`src/rtl/rf_wb_arbiter.sv`:
```
// Arbitrates the register-file write port between pipeline writeback and a buffered late-result FIFO.
// Latency: write lands one cycle after grant; late_rdy drops when the FIFO is full, stall_wb holds the pipeline on starvation.
module rf_wb_arbiter #(
    parameter int DEPTH        = 4,
    parameter int STARVE_LIMIT = 3
) (
    input  logic        clk,
    input  logic        rst,
    input  logic        pipe_we,
    input  logic [3:0]  pipe_dst_addr,
    input  logic [15:0] pipe_w_data,
    input  logic        late_vld,
    input  logic [3:0]  late_dst_addr,
    input  logic [15:0] late_data,
    output logic        late_rdy,
    output logic        rf_we,
    output logic [3:0]  rf_dst_addr,
    output logic [15:0] rf_w_data,
    output logic        stall_wb,
    output logic [15:0] pend_mask,
    output logic        hz_err
);

    localparam int AW = $clog2(DEPTH);
    localparam int CW = AW + 1;
    localparam int SW = $clog2(STARVE_LIMIT + 1);

    logic [3:0]       ent_dst  [DEPTH];
    logic [15:0]      ent_data [DEPTH];
    logic [DEPTH-1:0] ent_vld;
    logic [AW-1:0]    rd_ptr;
    logic [AW-1:0]    wr_ptr;
    logic [CW-1:0]    count;
    logic [SW-1:0]    starve_cnt;

    logic full;
    logic empty;
    logic push;
    logic pop;
    logic pipe_req;
    logic grant_pipe;
    logic hz_hit;

    always_comb begin
        full     = (count == CW'(DEPTH));
        empty    = (count == '0);
        late_rdy = !full;
        // R0 results complete the handshake but are dropped
        push     = late_vld && !full && (late_dst_addr != 4'd0);
        pipe_req = pipe_we && (pipe_dst_addr != 4'd0);
    end

    always_comb begin
        grant_pipe = 1'b0;
        pop        = 1'b0;
        stall_wb   = 1'b0;
        if (empty) begin
            grant_pipe = pipe_req;
        end else if (!pipe_req) begin
            pop = 1'b1;
        end else if (starve_cnt < SW'(STARVE_LIMIT)) begin
            grant_pipe = 1'b1;
        end else begin
            stall_wb = 1'b1;
            pop      = 1'b1;
        end
    end

    always_comb begin
        pend_mask = '0;
        for (int i = 0; i < DEPTH; i++) begin
            if (ent_vld[i]) begin
                pend_mask[ent_dst[i]] = 1'b1;
            end
        end
    end

    assign hz_hit = grant_pipe && pend_mask[pipe_dst_addr];

    always_ff @(posedge clk) begin
        if (push) begin
            ent_dst[wr_ptr]  <= late_dst_addr;
            ent_data[wr_ptr] <= late_data;
        end
    end

    always_ff @(posedge clk or posedge rst) begin
        if (rst) begin
            rd_ptr      <= '0;
            wr_ptr      <= '0;
            count       <= '0;
            starve_cnt  <= '0;
            ent_vld     <= '0;
            hz_err      <= 1'b0;
            rf_we       <= 1'b0;
            rf_dst_addr <= '0;
            rf_w_data   <= '0;
        end else begin
            if (push) begin
                wr_ptr          <= wr_ptr + AW'(1);
                ent_vld[wr_ptr] <= 1'b1;
            end
            if (pop) begin
                rd_ptr          <= rd_ptr + AW'(1);
                ent_vld[rd_ptr] <= 1'b0;
            end
            count <= count + CW'(push) - CW'(pop);

            if (pop || empty) begin
                starve_cnt <= '0;
            end else if (grant_pipe) begin
                starve_cnt <= starve_cnt + SW'(1);
            end

            hz_err <= hz_err | hz_hit;

            rf_we <= grant_pipe | pop;
            if (grant_pipe) begin
                rf_dst_addr <= pipe_dst_addr;
                rf_w_data   <= pipe_w_data;
            end else if (pop) begin
                rf_dst_addr <= ent_dst[rd_ptr];
                rf_w_data   <= ent_data[rd_ptr];
            end
        end
    end

endmodule

```
`config.mk`:
```
export PLATFORM = sky130hd
export DESIGN_NAME = rf_wb_arbiter
export DESIGN_NICKNAME = d
export VERILOG_FILES = /design/src/rtl/rf_wb_arbiter.sv
export SDC_FILE = /design/constraint.sdc
export NUM_CORES = 1
export LEC_CHECK = 0
export ABC_AREA = 1
export CAP_MARGIN = 30
export CORE_MARGIN = 4
export CORE_UTILIZATION = 50
export CTS_CLUSTER_DIAMETER = 50
export DETAILED_ROUTE_END_ITERATION = 7
export PLACE_DENSITY = 0.71
export SLEW_MARGIN = 20
export SYNTH_ARGS = -nofsm -noshare
export SYNTH_HDL_FRONTEND = slang
export SYNTH_SLANG_ARGS = --single-unit
```
`constraint.sdc`:
```
create_clock -name clk -period 2.6 [get_ports clk]
set_clock_uncertainty 0.15 [all_clocks]
set_input_delay 0.52 -clock clk [delete_from_list [all_inputs] [get_ports clk]]
set_output_delay 0.52 -clock clk [all_outputs]
set_load 0.02 [all_outputs]
```
## Word level (Yosys, flattened, before mapping)

Memory sizes are Yosys's and may differ from the RTL's.
Index checks and enable logic that the tools add are counted.

- Bits in registers: 35
- Latch bits: 0
- Bits in writable memories: 80
- Memory bits (read-only): 0
- Memories: 2

- $add $sub $neg: 5
- $mul: 0
- Div/mod/pow operators: 0
- Magnitude comparators: 14
- Equality and inequality tests: 1
- Shifts and indexed selects: 0
- Multiplexer cells: 36
- Bitwise operators: 8
- Reductions and logical operators: 17

Memories:

| memory | words | width | rd ports | clocked after memory_dff | wr ports | RTL line | RTL |
|---|---|---|---|---|---|---|---|
| ent_data | 4 | 16 | 1 | 0 | 1 | 29 | `logic [15:0] ent_data [DEPTH];` |
| ent_dst | 4 | 4 | 5 | 0 | 1 | 28 | `logic [3:0] ent_dst [DEPTH];` |

Operators with widths:

| cell | number |
|---|---|
| 2-to-1 mux 16 bit | 6 |
| OR 16 bit | 3 |
| < comparator 4 x 5 -> 1 bit (second input constant) | 5 |
| 2-to-1 mux 1 bit | 17 |
| demux 1 bit (select 4 bit) | 4 |
| greater-or-equal comparator 4 x 1 -> 1 bit (second input constant) | 4 |
| 2-to-1 mux 4 bit | 4 |
| logical AND 1 bit | 10 |
| nonzero test 4 bit | 2 |
| adder 2 x 1 -> 2 bit (second input constant) | 3 |
| < comparator 2 x 3 -> 1 bit (second input constant) | 2 |
| bitwise AND 4 bit | 1 |
| binary-select mux 1 bit (select 4 bit) | 1 |
| demux 1 bit (select 2 bit) | 2 |
| greater-or-equal comparator 2 x 1 -> 1 bit (second input constant) | 2 |
| 2-to-1 mux 2 bit | 2 |
| NOT 4 bit | 1 |
| OR 4 bit | 1 |
| nonzero test 2 bit | 2 |
| adder 3 x 1 -> 3 bit | 1 |
| == test 3 bit (second input constant) | 1 |
| zero test 3 bit | 1 |
| subtractor 3 x 1 -> 3 bit | 1 |
| < comparator 2 bit (second input constant) | 1 |
| other kinds (3) | 4 |

## Logic depth before layout (Yosys ltp)

- Depth after elaboration: 15
- Mapped depth: 13
- Gate-level depth less buffers: 12

## Worst setup path before layout

No wires, ideal clock.

- Kind: input to register
- Start: in pipe_dst_addr[0]
- End: reg count[2]
- Library setup time: 123 ps
- Data arrival time: 2,136 ps
- Data required time: 2,327 ps
- Path slack: 191 ps
- Stages: 13
- Cells stage by stage: buf_6 inv_8 nand4_2 and2_4 nand2_1 nand2_2 inv_1 ha_1 inv_1 ha_1 inv_1 fa_1 xnor2_1

- Cells in the longest elaborated chain, start to end: 5

RTL lines:

| what | RTL line | RTL |
|---|---|---|
| start: declaration | 10 | `input logic [3:0] pipe_dst_addr,` |
| nonzero test 4 bit | 50 | `pipe_req = pipe_we && (pipe_dst_addr != 4'd0);` |
| logical AND 1 bit | 50 |  |
| 2-to-1 mux 1 bit | 59 | `end else if (!pipe_req) begin` |
| 2-to-1 mux 1 bit | 57 | `if (empty) begin` |
| net pop | 39 | `logic pop;` |
| subtractor 3 x 1 -> 3 bit | 107 | `count <= count + CW'(push) - CW'(pop);` |
| end signal: assignment | 107 |  |
| end: declaration | 33 | `logic [CW-1:0] count;` |

The timed path passes the listed nets, and every way through them passes these cells.
A chain may end at the register's enable or synchronous reset.

==> out/summary.md <==
After detailed routing, no signal wire sits above met4. TritonCTS built the clock tree. The number of global-route vias before repair was 4433. The flow ran to the end, and the final reports show no timing, DRC or antenna violations. The number of max-cap violations was 0; the final count of pins violating max slew was 0. At the end of routability-driven placement, the weighted congestion stood at 0.966. Category of the worst setup path launch point: a register. The tools report the full die area as 13000 µm².

The cell that appears most often on the critical path is nor2_1. After detailed placement, the total cell area comes to 6800 µm². For this run, the number of Yosys warnings is 0.

The initial antenna violation count was 0. In this run the post-CTS setup repair buffer count came out at 0. The placed cell count is 827, and the y dimension of the die is 114 µm. The first detailed-routing pass ran for 5 iterations.

The tools report the post-synthesis sequential area ratio as 0.584. The cell at the slowest stage of the critical path is edfxtp_1. In this run the static leakage power is 3.08 nW.

After detailed routing, the number of vias per cell comes to 5.39. For the maximum buffer depth of the clock tree, the log shows 2. The region available for standard cell placement spans 10900 µm². The count of input and output buffers came out at 83.

A synthesized cell averages 9.41 µm². Data arrives at the worst endpoint at 1820 ps. From left edge to right edge, the die measures 114 µm. The count of placed standard cells in the final layout, fillers left out was 859; the post-route minimum period was 2490 ps. The tools report the combined global-route utilization of all metal layers as 0.234.

Walking the worst path, the cells encountered are nor2_2 > inv_1 > nor2_1 > nor2_1 > nand2_1 > dlygate4sd2_1. The share of Yosys cell area claimed by the top area cell type came out at 0.428. The number of nets handed over by synthesis was 653. CTS built an H-tree with a depth of 4.

The logs give 17 for the number of buffers added by the clock tree synthesis step and 110 ps for the final worst setup slack. For this run the aggregate overflow at the end of global routing stands at 0. IR analysis of the VDD net gives a maximum drop of 0.000698 V.

The data required time at the worst endpoint was 1930 ps. The count of filler cells inserted in the layout was 843. The total routed wirelength was 14.8 mm; the fraction of layout cells with a size suffix above 1 was 0.117. The number of nets with antenna violations after detailed routing was 0.

The tools report the final hold violation count as 0. The maximum fanout along the worst path was 5. With fillers left out, the area of the finished cells amounts to 7360 µm².

The worst register-to-register path has a depth of 11. The first global-routing pass estimated 23.0 mm of wire. The maximum achievable frequency was 402 MHz. The worst min-delay path class is reg2reg.

The routed design uses 1.04 mm of met3 wire. The logs give 0.514 for the initial standard-cell utilization of the core and -283 ps for the pre-CTS setup slack. Yosys instantiated no cell more often than nor2_1.

The final period utilization works out to 0.958. The post-synthesis cell count is 597. The run gives 5620 µm² as the combined area of all synthesized cells. The synthesized design spends more area on one cell type than any other, namely edfxtp_1. The largest net degree at the start of global routing was 47. The commonest cells after synthesis are nor2_1 (149), nand2_1 (89), edfxtp_1 (80).

Worst hold slack after final layout: 296 ps. The routed layout has 4633 vias. For this run, the post-layout net count is 762.

Average wire length per cell after detail routing: 17.2 µm. Counting flops and latches in the post-synthesis netlist gives 115. The logs give 450 ps for the minimum setup slack among reg-to-reg paths and 38 for the number of rows created at floorplan. The detailed-routed wire length on met2 was 6.97 mm. Category of the most critical setup path: reg2out. Kind of end point of the critical path: a primary output. The run gives 410 ps as the clock insertion delay at the later pin of the skew report. Setup repair after global routing left no endpoint under its margin. Clock-pin slew was measured on the worst setup and hold paths at 60 ps. The slew at the pin with the worst max-slew slack was 601 ps. For this block, the initial DRC count from the detailed router was 477. For the worst relative slew slack, the log shows 0.599. The number of antenna diodes in the final layout is 0. Among all flip-flop cells after synthesis, the most frequent one is edfxtp_1.

The highest cell delay on the worst timing path works out to 460 ps. The library cell used as clock root buffer was clkbuf_16. Count of flip-flops with a built-in enable after synthesis: 80.

The async set-reset flop share out of synthesis came out at 0.304. The post-route core utilization was 0.673. By area the synthesized netlist is led by edfxtp_1 (43%), dfrtp_1 (16%), nor2_1 (10%), nand2_1 (5.9%), nand3_1 (4.4%). The hold-critical path depth came out at 1. In the final routing, the length of wire on met1 measures 6.32 mm. The number of I/O pins is 84, and the count of distinct cell types in the synthesized netlist is 34. Setup violations remaining at the end of the flow were counted as 0.

The power density normalized to cell area is 1080 nW/µm², and the total DRC errors in the routed layout is 0. Number of sinks driven by the clock tree: 115. After legalization and detailed placement, the total HPWL measured 10.5 mm.

The post-synthesis to final-layout area growth was 31.0%.
## where the power goes
group          switching, W  leakage, nW  total, W  internal [W]
sequential         0.000295         1.14   0.00279       0.00249
combinational       0.00181         1.67   0.00296       0.00115
clock              0.000869        0.269   0.00220       0.00133
## metal layers
metal	track usage	up-vias
li1	-	2251
met1	0.314	2159
met2	0.372	189
met3	0.0472	34
met4	0.0942	0
met5	0	-
## cells in the final DEF, fill, tap and decap left out, types with 11 or more instances in the layout
master and count:
a21oi_1 11, buf_4 25, clkbuf_16 17, clkdlybuf4s50_1 66
dfrtp_1 34, dlygate4sd2_1 16, edfxtp_1 80, ha_1 11
inv_1 48, nand2_1 89, nand3_1 48, nor2_1 142
o21ai_0 46
## cell type report
cell class              instances  area, µm²  share of cell area
repair buffers                115       1130               0.154
flip-flops and latches        115       3280               0.446
clock buffers                  17        425              0.0578
inverters                      50        195              0.0265
clock inverters                15        146              0.0199
multi-input cells             407       2010               0.272
well taps                     140        175              0.0238
## kinds of logic (layout without fill, tap and decap cells)
| logic type | after synthesis | after routing | share of synthesized area |
|---|---|---|---|
| flops | 115 | 115 | 0.584 |
| compound gates | 94 | 94 | 0.100 |
| buf+inv | 75 | 197 | 0.0635 |
| fa+ha+maj | 12 | 12 | 0.0281 |
| xor+xnor | 4 | 4 | 0.00624 |
| simple gates | 297 | 297 | 0.218 |
## metrics by stage
step	power (W)	setup TNS, ps
2_1_floorplan	0.00452	0
3_3_place_gp	0.00569	-756
3_5_place_dp	0.00579	-819
4_1_cts	0.00799	0
5_1_grt	0.00845	0
6_report	0.00795	0
## sequential cells by signal, indices dropped and copies added (netlist names)
signal / flops
rd_ptr: 2
hz_err: 1
rf_dst_addr: 4
ent_data: 64
ent_dst: 16
rf_we: 1
starve_cnt: 2
ent_vld: 4
rf_w_data: 16
wr_ptr: 2
count: 3
## final timing paths
kind,start,to
min in group asynchronous,rst,rf_w_data[1]$_DFFE_PP0P_
min,starve_cnt[0]$_DFFE_PP0P_,starve_cnt[0]$_DFFE_PP0P_
min reg2reg,starve_cnt[0]$_DFFE_PP0P_,starve_cnt[0]$_DFFE_PP0P_
max in group asynchronous,rst,ent_vld[3]$_DFF_PP0_
max,ent_dst[3][2]$_DFFE_PP_,pend_mask[1]
max reg2reg,starve_cnt[0]$_DFFE_PP0P_,count[2]$_DFF_PP0_
## timing repair
action,CTS,global route
endpoints found under the hold margin,0,0
gates resized for setup,20,4
endpoints found under the setup margin,17,4
hold buffers,0,0
gates cloned,0,0
## worst max-delay path, delay by kind of cell, from the launching register on
| family | cells | cell delay [ps] |
|---|---|---|
| flops | 1 | 460 |
| simple gates | 4 | 550 |
| buf+inv | 2 | 400 |
Power figures use the tool's default switching activity.
==> patch (same settings) <==
Set the parameter `STARVE_LIMIT` to 2 (it was 3).
--- a/src/rtl/rf_wb_arbiter.sv
+++ b/src/rtl/rf_wb_arbiter.sv
@@ -3,5 +3,5 @@
 module rf_wb_arbiter #(
     parameter int DEPTH        = 4,
-    parameter int STARVE_LIMIT = 3
+    parameter int STARVE_LIMIT = 2
 ) (
     input  logic        clk,
Formal check against the unedited RTL: not equivalent (a bounded check fails within 4 cycles, from zero or initial values and one cycle with rst high).
==> patch against the unedited design <==
Register-to-register slack lost 0.11 ns; area after synthesis shrank 1.8%; utilization grew 1.0 points; wire length grew 1.6%; critical path depth is the same; design area grew 0.61%; setup slack lost 0.066 ns; power grew 2.0%; sequential cell count is the same; highest routed layer unchanged.
==> patch: results (changes against the unedited design) <==
min_delay_path_depth: 1  # unchanged
r2r_setup_slack_ns: 0.34  # -0.11 ns
timing.rr.start: "count[1]"
via_count: 4659  # +0.56%
insertion_delay_ns: 0.52  # +0.11 ns
min_to: "starve_cnt[0]"
hold_class: "flip-flop to flip-flop"
place.port_buffers: 83  # unchanged
largestRegisters: "ent_data x64, ent_dst x16, rf_w_data x16"
status: "finished, final reports clean"
placed_area_um2: 6780  # -0.33%
clk_path_buf_depth: 2  # unchanged
timing.slew.headroom: 0.550  # -0.0494
path_max_fanout: 4  # -1
synth.area.top_cells: "edfxtp_1, dfrtp_1, nor2_1"
fillCellCount: 839  # -0.47%
drive_above_1_share: 0.160  # +0.0436
grt_max_degree: 39  # -17%
pre_cts_ws_ns: -0.445  # -0.163 ns
nets: 765  # +0.39%
synthTopCellsByCount: "nor2_1, nand2_1, edfxtp_1"
gp_congestion: 0.947  # -1.9%
power_leakage_nw: 3.03  # -1.5%
grt.total_usage: 0.243  # +0.00964
cp.arrival_ns: 1.89  # +0.07 ns
synth-edff-count: 80  # unchanged
r2r_cells: 11  # unchanged
yosysSeqAreaShare: 0.594  # +0.0109
wl_um: 15000  # +1.6%
htreeDepth: 4  # unchanged
place_hpwl_um: 10700  # +1.8%
worstHoldStart: "starve_cnt[0]"
grt_pass1_wl_um: 23800  # +3.3%
dr.first_iter.drc_count: 263  # -45%
syn_nets: 638  # -2.3%
ir_drop_v: 0.000752  # +7.8%
root_buffer: "clkbuf_8"
==> patch: repair_timing <==
item | CTS | global route
pin swaps | 0 | 1
resized for setup | 26 | 31
buffers inserted | 3 | 5
setup endpoints to repair | 17 | 17
==> patch: through the flow <==
| stage | hold WS (ns) | std cells | setup TNS (ns) | utilization |
|---|---|---|---|---|
| floorplan | 0.253 | 583 | 0 | - |
| global placement | 0.265 | 823 | -1.03 | 0.625 |
| detailed placement | 0.268 | 823 | -2.14 | 0.625 |
| CTS | 0.275 | 858 | 0 | 0.683 |
| global route | 0.309 | 863 | -0.0283 | 0.683 |
| finish | 0.273 | 863 | 0 | 0.683 |
==> patch: layout make-up <==
cell class / instances / area [um^2] / share of cell area
sequential: 115 / 3280 / 0.443
multi-input combinational: 395 / 1960 / 0.265
timing repair buffer: 131 / 1190 / 0.160
clock buffer: 18 / 418 / 0.0564
inverter: 50 / 195 / 0.0264
clock inverter: 14 / 188 / 0.0253
tap: 140 / 175 / 0.0237
==> patch: how the worst max path moves through the flow <==
| stage | start | to | slack, ns | depth (start not counted) |
|---|---|---|---|---|
| floorplan | pipe_dst_addr[0] | count[2] | 0.005 | 16 |
| global placement | pipe_dst_addr[0] | count[2] | -0.37 | 15 |
| detailed placement | pipe_dst_addr[2] | count[2] | -0.45 | 15 |
| CTS | ent_dst[3][3] | pend_mask[1] | 0.002 | 6 |
| global route | ent_dst[2][1] | pend_mask[3] | -0.01 | 6 |
| finish | ent_dst[2][1] | pend_mask[3] | 0.04 | 6 |
==> patch: where the power goes <==
group	switching (mW)	internal [mW]
registers	0.304	2.49
logic	1.80	1.17
clock network	0.802	1.55
==> patch: cells by family (layout without fill, tap and decap cells) <==
group / after synthesis / in the layout / synth area share
compound gates: 97 / 97 / 0.107
xor+xnor: 4 / 4 / 0.00635
fa+ha+maj: 11 / 11 / 0.0263
buf+inv: 73 / 213 / 0.0583
flops: 115 / 115 / 0.594
simple gates: 283 / 283 / 0.208
==> patch: layer usage <==
metal,wire length [um],track usage,share of wire
met5,0,0,0
met4,335,0.0881,0.022
met3,979,0.0636,0.065
met2,7290,0.404,0.49
met1,6410,0.309,0.43
==> patch: critical path: stages, from the launching register on <==
cell and delay [ns]:
edfxtp_1 0.48, buf_4 0.19, nand3_2 0.07, nor2_1 0.05, nor2_1 0.09, nand3_1 0.17, clkdlybuf4s15_1 0.34
